--- src/rtl/onchip_mem_arbiter.sv ---
`default_nettype none
// ============================================================================
// Module   : onchip_mem_arbiter
// Brief    : Two-master round-robin arbiter in front of a single-port on-chip
//            RAM with one-cycle read latency and a sticky out-of-range flag.
// Revision : 1.0 - initial release
// ============================================================================
module onchip_mem_arbiter #(
    parameter int ADDR_W = 13,
    parameter int DATA_W = 32,
    parameter int BE_W   = 4,
    parameter int DEPTH  = 5120
) (
    input  logic              clk,
    input  logic              reset,

    input  logic [ADDR_W-1:0] m0_address,
    input  logic [BE_W-1:0]   m0_byteenable,
    input  logic              m0_read,
    input  logic              m0_write,
    input  logic [DATA_W-1:0] m0_writedata,
    output logic              m0_waitrequest,
    output logic [DATA_W-1:0] m0_readdata,
    output logic              m0_readdatavalid,

    input  logic [ADDR_W-1:0] m1_address,
    input  logic [BE_W-1:0]   m1_byteenable,
    input  logic              m1_read,
    input  logic              m1_write,
    input  logic [DATA_W-1:0] m1_writedata,
    output logic              m1_waitrequest,
    output logic [DATA_W-1:0] m1_readdata,
    output logic              m1_readdatavalid,

    output logic [ADDR_W-1:0] mem_address,
    output logic [BE_W-1:0]   mem_byteenable,
    output logic              mem_chipselect,
    output logic              mem_write,
    output logic [DATA_W-1:0] mem_writedata,
    input  logic [DATA_W-1:0] mem_readdata,
    output logic              mem_clken,

    output logic              range_err,
    input  logic              range_err_clr
);

    localparam logic [ADDR_W:0] C_DEPTH = (ADDR_W+1)'(DEPTH);

    logic              r_prio;      // 0: m0 wins a contested cycle, 1: m1 wins
    logic              r_rd_valid;
    logic              r_rd_tag;
    logic              r_rd_oor;
    logic              r_range_err;

    logic              w_m0_req;
    logic              w_m1_req;
    logic              w_gnt1;
    logic              w_acc;
    logic              w_is_wr;
    logic              w_in_range;
    logic              w_rd0;
    logic              w_rd1;
    logic              w_err_set;
    logic [ADDR_W-1:0] w_addr;

    always_comb begin
        w_m0_req   = m0_read | m0_write;
        w_m1_req   = m1_read | m1_write;
        // Nothing is accepted while reset is held.
        w_acc      = (w_m0_req | w_m1_req) & ~reset;
        w_gnt1     = w_m1_req & (~w_m0_req | r_prio);
        // A combined read+write request is handled as a write.
        w_is_wr    = w_gnt1 ? m1_write : m0_write;
        w_addr     = w_gnt1 ? m1_address : m0_address;
        w_in_range = {1'b0, w_addr} < C_DEPTH;
    end

    assign m0_waitrequest = ~(w_acc & ~w_gnt1);
    assign m1_waitrequest = ~(w_acc &  w_gnt1);

    assign mem_address    = w_addr;
    assign mem_byteenable = w_gnt1 ? m1_byteenable : m0_byteenable;
    assign mem_writedata  = w_gnt1 ? m1_writedata  : m0_writedata;
    assign mem_chipselect = w_acc;
    assign mem_write      = w_acc & w_is_wr & w_in_range;
    assign mem_clken      = 1'b1;

    always_ff @(posedge clk) begin
        if (reset) begin
            r_prio     <= 1'b0;
            r_rd_valid <= 1'b0;
            r_rd_tag   <= 1'b0;
            r_rd_oor   <= 1'b0;
        end else begin
            if (w_acc && w_m0_req && w_m1_req)
                r_prio <= ~r_prio;
            r_rd_valid <= w_acc & ~w_is_wr;
            r_rd_tag   <= w_gnt1;
            r_rd_oor   <= ~w_in_range;
        end
    end

    // A read launched just before reset must not surface while reset is high.
    assign w_rd0 = r_rd_valid & ~r_rd_tag & ~reset;
    assign w_rd1 = r_rd_valid &  r_rd_tag & ~reset;

    assign m0_readdatavalid = w_rd0;
    assign m1_readdatavalid = w_rd1;
    assign m0_readdata      = (w_rd0 && !r_rd_oor) ? mem_readdata : '0;
    assign m1_readdata      = (w_rd1 && !r_rd_oor) ? mem_readdata : '0;

    // Writes flag on acceptance, reads flag when their (zeroed) data returns.
    assign w_err_set = (w_acc & w_is_wr & ~w_in_range) | (r_rd_valid & r_rd_oor);

    always_ff @(posedge clk) begin
        if (reset)
            r_range_err <= 1'b0;
        else if (w_err_set)
            r_range_err <= 1'b1;
        else if (range_err_clr)
            r_range_err <= 1'b0;
    end

    assign range_err = r_range_err;

endmodule
`default_nettype wire

--- config.mk ---
export PLATFORM = sky130hd
export DESIGN_NAME = onchip_mem_arbiter
export DESIGN_NICKNAME = d
export VERILOG_FILES = /design/src/rtl/onchip_mem_arbiter.sv
export SDC_FILE = /design/constraint.sdc
export NUM_CORES = 1
export LEC_CHECK = 0
export CORE_AREA = 2 2 99 101
export CTS_CLUSTER_SIZE = 24
export DETAILED_ROUTE_END_ITERATION = 7
export DIE_AREA = 0 0 101 103
export SYNTH_ARGS = -nofsm -noshare
export SYNTH_HDL_FRONTEND = slang
export SYNTH_SLANG_ARGS = --single-unit
--- constraint.sdc ---
create_clock -name clk -period 3.1 [get_ports clk]
set_input_delay 0.465 -clock clk [delete_from_list [all_inputs] [get_ports clk]]
set_output_delay 0.465 -clock clk [all_outputs]
set_load 0.1 [all_outputs]
==> out/qor.yml, run 1 <==
status:
  run_status: "completed"
routing:
  route.detailed.drc: 0
  via_count: 2190
  drt_iter0_drc: 46
  drt_pass1_iterations: 4
  routedWlPerCell_um: 14.7
  drt_wl_total_um: 7900
  vias_per_cell: 4.08
  antenna_left: 0
synthesis:
  syn-num-nets: 301
  syn-cell-area_um2: 1420
  ys_seq_area_frac: 0.0707
  yosys.area.top_type: "mux2_2"
  ys_warn_count: 0
  yosys-top-cells-area: "mux2_2 29%, and2_1 28%, mux2_4 12%, dfxtp_1 7.1%, buf_6 4.0%"
  synthFlopType: "dfxtp_1"
  synth_top_area_share: 0.286
  ys_seq_elements: 5
  synth_cells: 164
  synth_cell_types: 28
  synth_common_cells: "64 x and2_1, 36 x mux2_2, 11 x mux2_4"
  async_flop_share: 0
  syn_avg_cell_area_um2: 8.63
  yosysMostFrequentCell: "and2_1"
  synth_edf_count: 0
clock_network:
  cts_inserted_buffers: 3
  cts_tree: "built"
  post_cts_buffers: 0
  clk_pin_slew_worst_paths_ps: 30
  cts_buffer_depth: 2
  clk_latency_ps: 220
  ctsHoldBuffers: 0
  cts_root_buffer: "clkbuf_8"
  cts_resized: 0
  htreeDepth: 1
  cts_sinks: 5
timing:
  worstMarginPinSlew_ps: 521
  slew-limit-headroom: 0.652
  fmaxAchievable_mhz: 351
  min_period_ps: 2850
  finalSetupViolCount: 0
  period_share: 0.920
  skew_ps: 1.67
  setup_slack_ps: 248
  hold_viol_final: 0
  maxSlewViolCount: 0
  grt_setup_unrepaired: "false"
  setup_tns_ps: 0
flow_run:
  max_cap_violations: 0
hold_path:
  hold_class: "reg -> reg"
  min_to: "range_err$_SDFFE_PP0P_"
  min_path_cells: 2
  holdCritStartpoint: "range_err$_SDFFE_PP0P_"
critical_path:
  cp_max_fo: 16
  required_ps: 2630
  regToRegStartpoint: "r_prio$_SDFFE_PP0P_"
  cp-end-kind: "output port"
  criticalPathCategory: "in -> out"
  r2r_slack_ps: 1740
  worstReg2RegEnd: "range_err$_SDFFE_PP0P_"
  start_kind: "input pin"
  r2r.worst_path.cells: 3
  critPathArrivalTime_ps: 2390
die:
  die_h_um: 103
  start_util: 0.150
  io_pins: 258
  core-area_um2: 9460
  rows: 36
  fp.dieArea_um2: 10400
  die_x_um: 101
global_routing:
  antenna_found_initial: 0
  grt_pass1_wl_um: 11500
  track_usage: 0.140
  grt_pass1_vias: 2145
  gr-total-overflow: 0
  grt_max_degree: 33
placed_design:
  place_congestion: 0.769
  portBuffers: 256
  place_hpwl_um: 7270
  post-place-ws_ps: 242
power:
  leakage_nw: 2.24
  cellPowerDensity_nw_per_um2: 324
  vdd_drop_max_v: 0.000193
final_layout:
  diodes: 0
  area.growth.synth_to_final_pct: 278
  drive_gt1_frac: 0.525
  nets: 561
## layout by cell type (no fill, tap or decap), drive strengths merged
cell and instances:
o21bai 1, and3b 1, o21ai 2, o22ai 3
conb 1, inv 2, nor3b 1, dfxtp 5
or3 1, a22oi 1, buf 132, nor2 9
clkdlybuf4s50 136, nand2 2, nand2b 1, xor2 1
nor2b 1, and2b 2, a21oi 3, clkbuf 4
mux2 50, and2 64
## per-stage QoR
step                 util  total power, W  area (um2)  std cells  hold WS (ps)
CTS                 0.566         0.00175        5350        537           548
global route        0.566         0.00179        5350        537           565
global placement    0.561         0.00162        5310        533           538
detailed placement  0.561         0.00163        5310        533           533
floorplan               -        0.000979        1460        164           532
finish              0.566         0.00174        5350        537           538
## power by group
| group | switching (W) | internal, W |
|---|---|---|
| clock network | 0.0000310 | 0.0000882 |
| logic | 0.000909 | 0.000631 |
| registers | 0.00000614 | 0.0000712 |
## how the worst max path moves through the flow
stage	from	endpoint	slack, ps	depth (start not counted)
final	m0_write	mem_writedata[24]	250	6
after global routing	m0_write	mem_writedata[29]	130	6
after global placement	m0_write	mem_writedata[29]	280	6
after floorplan	reset	m0_readdata[0]	100	4
after CTS	m0_write	mem_writedata[24]	240	6
after detailed placement	m0_write	mem_writedata[25]	240	6
## flip-flops by register name, indices dropped and copies added (netlist names)
name,flops
r_prio,1
r_rd_oor,1
r_rd_tag,1
r_rd_valid,1
range_err,1
## layer usage
| metal | part of all wire | GRT usage | up-vias | routed length (um) |
|---|---|---|---|---|
| met3 | 0.13 | 0.0576 | 6 | 1030 |
| met5 | 0 | 0 | - | 0 |
| met2 | 0.54 | 0.270 | 164 | 4280 |
| met4 | 0.0076 | 0.0156 | 0 | 60 |
| li1 | - | - | 1064 | - |
| met1 | 0.32 | 0.146 | 956 | 2540 |
## final cells by class
| cell class | count | area [um2] |
|---|---|---|
| Fill cell | 785 | 4110 |
| Inverter | 2 | 7.51 |
| Multi-Input combinational cell | 144 | 1250 |
| Sequential cell | 5 | 100 |
| Tap cell | 114 | 143 |
| Timing Repair Buffer | 268 | 3800 |
| Clock buffer | 4 | 45.0 |
## logic make-up after synthesis
family / after synthesis / synth area share
mux: 50 / 0.427
flops: 5 / 0.0707
compound gates: 10 / 0.0557
buf+inv: 15 / 0.0769
other cells: 1 / 0.00265
xor+xnor: 1 / 0.00619
simple gates: 82 / 0.361
## critical path, stage by stage
cell             delay, ps
clkdlybuf4s50_1        560
nor2_2                  90
o22ai_4                420
buf_4                  290
mux2_1                 380
buf_12                 180
No activity file was read; power rests on OpenSTA's default activity.
==> run 2, diff against run 1 <==
Settings changed: CTS_CLUSTER_SIZE 24 to default, MAX_ROUTING_LAYER from default to met4.
==> run 2 against run 1 <==
Net effect: via count decreased by 0.50%; hold slack unchanged; register-to-register slack got worse by 20 ps; die area unchanged; wire length decreased by 0.18%; total power about the same; critical path type unchanged; critical endpoint unchanged; highest routed layer unchanged.
==> out/qor.yml, run 2 (synthesis results as in run 1) <==
timing:
  finalSetupViolCount: 0
  min_period_ps: 2850
  skew_ps: 3.22
  slew-limit-headroom: 0.648
  hold_viol_final: 0
  maxSlewViolCount: 0
  setup_tns_ps: 0
  period_share: 0.920
  fmaxAchievable_mhz: 351
  worstMarginPinSlew_ps: 528
  grt_setup_unrepaired: "false"
placed_design:
  portBuffers: 256
  place_congestion: 0.780
  dp_cells: 533
  place_hpwl_um: 7270
clock_network:
  cts_buffer_depth: 2
  clk_pin_slew_worst_paths_ps: 30
  cts_resized: 0
  cts_sinks: 5
  clk_latency_ps: 220
  htreeDepth: 1
  cts_inserted_buffers: 3
  cts_root_buffer: "clkbuf_8"
  cts_tree: "built"
  ctsHoldBuffers: 0
  post_cts_buffers: 0
power:
  power.share.sequential: 0.045
  vdd_drop_max_v: 0.000193
  cellPowerDensity_nw_per_um2: 324
  p_int_w: 0.000790
  p_comb_frac: 0.886
  swShare: 0.545
  clkPwrFrac: 0.069
  leakage_nw: 2.24
  p_switching_w: 0.000946
final_layout:
  multi_input_area_um2: 1250
  seqCellArea_um2: 100
  fillers: 785
  final_common_cell: "clkdlybuf4s50_1"
  nets: 561
  final_cells: 537
  area.growth.synth_to_final_pct: 278
  layout_common_cells: "136 x clkdlybuf4s50_1, 116 x buf_12, 36 x mux2_2"
  diodes: 0
  drive_gt1_frac: 0.525
die:
  core-area_um2: 9460
  start_util: 0.150
  fp.dieArea_um2: 10400
  die_h_um: 103
  rows: 36
  io_pins: 258
  die_x_um: 101
routing:
  routedWlPerCell_um: 14.7
  via_count: 2179
  antenna_left: 0
  drt_iter0_drc: 44
  route.detailed.drc: 0
  drt_pass1_iterations: 4
  drt_wl_total_um: 7890
  vias_per_cell: 4.06
global_routing:
  track_usage: 0.144
  gr-total-overflow: 0
  grt_max_degree: 33
  antenna_found_initial: 0
  grt_pass1_vias: 2141
  grt_pass1_wl_um: 11500
critical_path:
  critPathArrivalTime_ps: 2390
  start_kind: "input pin"
  criticalPathCategory: "in -> out"
  cp_max_fo: 16
  required_ps: 2630
  cp-end-kind: "output port"
hold_path:
  hold_class: "reg -> reg"
status:
  run_status: "completed"
flow_run:
  max_cap_violations: 0
## run 2: cell type report
cell class | count | share of cell area
Timing Repair Buffer | 268 | 0.710
Multi-Input combinational cell | 144 | 0.234
Tap cell | 114 | 0.0266
Sequential cell | 5 | 0.0187
Clock buffer | 4 | 0.00841
Inverter | 2 | 0.00140
## run 2: stage by stage
stage	utilization	area (um2)	hold slack, ps	total power, W	worst slack, ps
floorplan	-	1460	532	0.000979	98.3
finish	0.566	5350	538	0.00174	248
global placement	0.561	5310	538	0.00162	282
global route	0.566	5350	565	0.00179	130
detailed placement	0.561	5310	533	0.00163	242
CTS	0.566	5350	548	0.00175	237
## run 2: critical path, cell delays in order
cell and delay [ps]:
clkdlybuf4s50_1 560, nor2_2 90, o22ai_4 420, buf_4 290, mux2_1 380, buf_12 180
## run 2: per-layer routing
layer	vias to the layer above	share of wire	global-route usage	routed length (um)
met5	-	0	-	0
met4	0	0.0076	0.0156	60
met3	6	0.11	0.0468	899
met2	164	0.54	0.270	4280
met1	946	0.34	0.153	2640
li1	1063	-	-	-
## run 2: final timing paths
| path | startpoint | end | slack (ps) | depth (start not counted) |
|---|---|---|---|---|
| setup / recovery | m0_write | mem_writedata[24] | 250 | 6 |
| hold reg to reg | range_err$_SDFFE_PP0P_ | range_err$_SDFFE_PP0P_ | 540 | 2 |
| hold / removal | range_err$_SDFFE_PP0P_ | range_err$_SDFFE_PP0P_ | 540 | 2 |
| setup reg to reg | r_prio$_SDFFE_PP0P_ | range_err$_SDFFE_PP0P_ | 1720 | 3 |
## run 2: power by group through the flow
| stage | Combinational, W | Sequential [W] | Clock, W |
|---|---|---|---|
| detailed placement | 0.00155 | 0.0000781 | 0 |
| floorplan | 0.000892 | 0.0000873 | 0 |
| global placement | 0.00154 | 0.0000781 | 0 |
| CTS | 0.00155 | 0.0000773 | 0.000122 |
| finish | 0.00154 | 0.0000774 | 0.000120 |
| global route | 0.00158 | 0.0000783 | 0.000131 |
==> run 3, diff against run 2 <==
Settings changed: CAP_MARGIN from default to 20, PLACE_DENSITY from default to 0.72.
==> run 3 against run 2 <==
Net effect: critical path depth grew 1; clock power is essentially flat; total power shrank 1.3%; worst setup slack gained 140 ps; critical path type unchanged; sequential power is essentially flat; largest cell class unchanged; first-iteration DRC count shrank 57%; via count shrank 0.96%; critical endpoint is now mem_write.
==> out/qor.yml, run 3 (synthesis results as in run 1) <==
die:
  core-area_um2: 9460
  rows: 36
  io_pins: 258
  start_util: 0.150
  die_x_um: 101
  die_h_um: 103
  fp.dieArea_um2: 10400
routing:
  drt_wl_total_um: 7720
  via_count: 2158
  drt_iter0_drc: 19
  route.detailed.drc: 0
  drt_pass1_iterations: 4
  vias_per_cell: 4.09
  routedWlPerCell_um: 14.6
  antenna_left: 0
final_layout:
  layout_common_cells: "136 x clkdlybuf4s50_1, 117 x buf_12, 36 x mux2_2"
  area.growth.synth_to_final_pct: 274
  postLayoutCellArea_um2: 5300
  diodes: 0
  fillers: 795
  drive_gt1_frac: 0.514
  final_common_cell: "clkdlybuf4s50_1"
  nets: 552
global_routing:
  track_usage: 0.140
  antenna_found_initial: 0
  grt_use_met3: 0.0366
  grt.busiest_layer: "met2"
  grtUsageMet2: 0.265
  grt_pass1_wl_um: 11200
  grt_use_met1: 0.151
  gr-total-overflow: 0
  grt_pass1_vias: 2223
  grt_max_degree: 33
critical_path:
  r2r.worst_path.cells: 4
  worstReg2RegEnd: "range_err$_SDFFE_PP0P_"
  critPathArrivalTime_ps: 2250
  required_ps: 2630
  cp_cell_sequence: "clkdlybuf4s50_1 -> nor2_2 -> o22ai_4 -> buf_12 -> mux2_4 -> nor2b_2 -> buf_12"
  cpLargestDelayFamily: "buffers and inverters"
  crit_path_max_incr_delay_ps: 570
  critPathSlowestCell: "clkdlybuf4s50_1"
  timing.critical_path.buf_inv: 3
  r2r_slack_ps: 1760
  regToRegStartpoint: "r_prio$_SDFFE_PP0P_"
  start_kind: "input pin"
  crit_path_frequent_cell: "buf_12"
  criticalPathCategory: "in -> out"
  cp_max_fo: 32
  cp-end-kind: "output port"
clock_network:
  clk_latency_ps: 220
  ctsHoldBuffers: 0
  clk_pin_slew_worst_paths_ps: 30
  cts_root_buffer: "clkbuf_8"
  post_cts_buffers: 0
  cts_inserted_buffers: 3
  cts_buffer_depth: 2
  cts_resized: 0
  htreeDepth: 1
  cts_tree: "built"
  cts_sinks: 5
timing:
  grt_setup_unrepaired: "false"
  finalSetupViolCount: 0
  fin_hold_ws_ps: 560
  fmaxAchievable_mhz: 369
  hold_viol_final: 0
  setup_tns_ps: 0
  min_period_ps: 2710
  period_share: 0.875
  maxSlewViolCount: 0
  skew_ps: 3.14
hold_path:
  min_path_cells: 2
  hold_class: "reg -> reg"
  min_to: "range_err$_SDFFE_PP0P_"
  holdCritStartpoint: "range_err$_SDFFE_PP0P_"
status:
  run_status: "completed"
placed_design:
  placed_area_um2: 5250
  place_congestion: 0.746
  portBuffers: 256
  place_hpwl_um: 7080
flow_run:
  max_cap_violations: 0
power:
  p_switching_w: 0.000938
  leakage_nw: 2.20
  clkPwrFrac: 0.069
  swShare: 0.547
  vdd_drop_max_v: 0.000235
  cellPowerDensity_nw_per_um2: 324
  power.share.sequential: 0.045
  p_comb_frac: 0.886
  p_int_w: 0.000777
run 3: cell types whose count changed in the layout (fill, tap and decap cells not counted), sizes merged:
| cell | delta |
|---|---|
| buf | -9 |
run 3: per-stage QoR:
stage	worst slack (ps)	util	std cells	power, W
final	386	0.560	528	0.00171
after global routing	327	0.560	528	0.00177
after CTS	394	0.560	528	0.00173
after global placement	450	0.555	524	0.00159
after detailed placement	398	0.555	524	0.00161
after floorplan	98.3	-	164	0.000979
run 3: how the worst max path moves through the flow:
| stage | from | endpoint | slack (ps) | cells after the start |
|---|---|---|---|---|
| 6_report | m0_write | mem_write | 390 | 7 |
| 5_1_grt | m0_write | mem_write | 330 | 7 |
| 4_1_cts | m0_write | mem_write | 390 | 7 |
| 3_5_place_dp | m0_write | mem_write | 400 | 7 |
| 3_3_place_gp | m0_write | mem_write | 450 | 7 |
| 2_1_floorplan | reset | m0_readdata[0] | 100 | 4 |
run 3: worst min-delay path, delay by kind of cell, from the launching register on:
kind / cells / cell delay (ps)
flops: 1 / 320
compound gates: 2 / 190
run 3: power by group through the flow:
| stage | Combinational (W) | Clock, W | Sequential, W |
|---|---|---|---|
| floorplan | 0.000892 | 0 | 0.0000873 |
| global placement | 0.00151 | 0 | 0.0000784 |
| detailed placement | 0.00153 | 0 | 0.0000784 |
| CTS | 0.00153 | 0.000122 | 0.0000776 |
| global route | 0.00156 | 0.000127 | 0.0000787 |
| finish | 0.00152 | 0.000118 | 0.0000775 |
run 3: metal layers:
layer	vias to the layer above	wire, um
li1	1046	-
met1	959	2610
met2	149	4330
met3	4	715
met4	0	72
met5	-	0
run 3: area by class of cell:
| class | instances | area, um2 | share of cell area |
|---|---|---|---|
| clock buffer | 4 | 45.0 | 0.00850 |
| timing repair buffer | 259 | 3750 | 0.707 |
| sequential | 5 | 100 | 0.0189 |
| inverter | 2 | 7.51 | 0.00142 |
| tap | 114 | 143 | 0.0269 |
| multi-input combinational | 144 | 1250 | 0.237 |
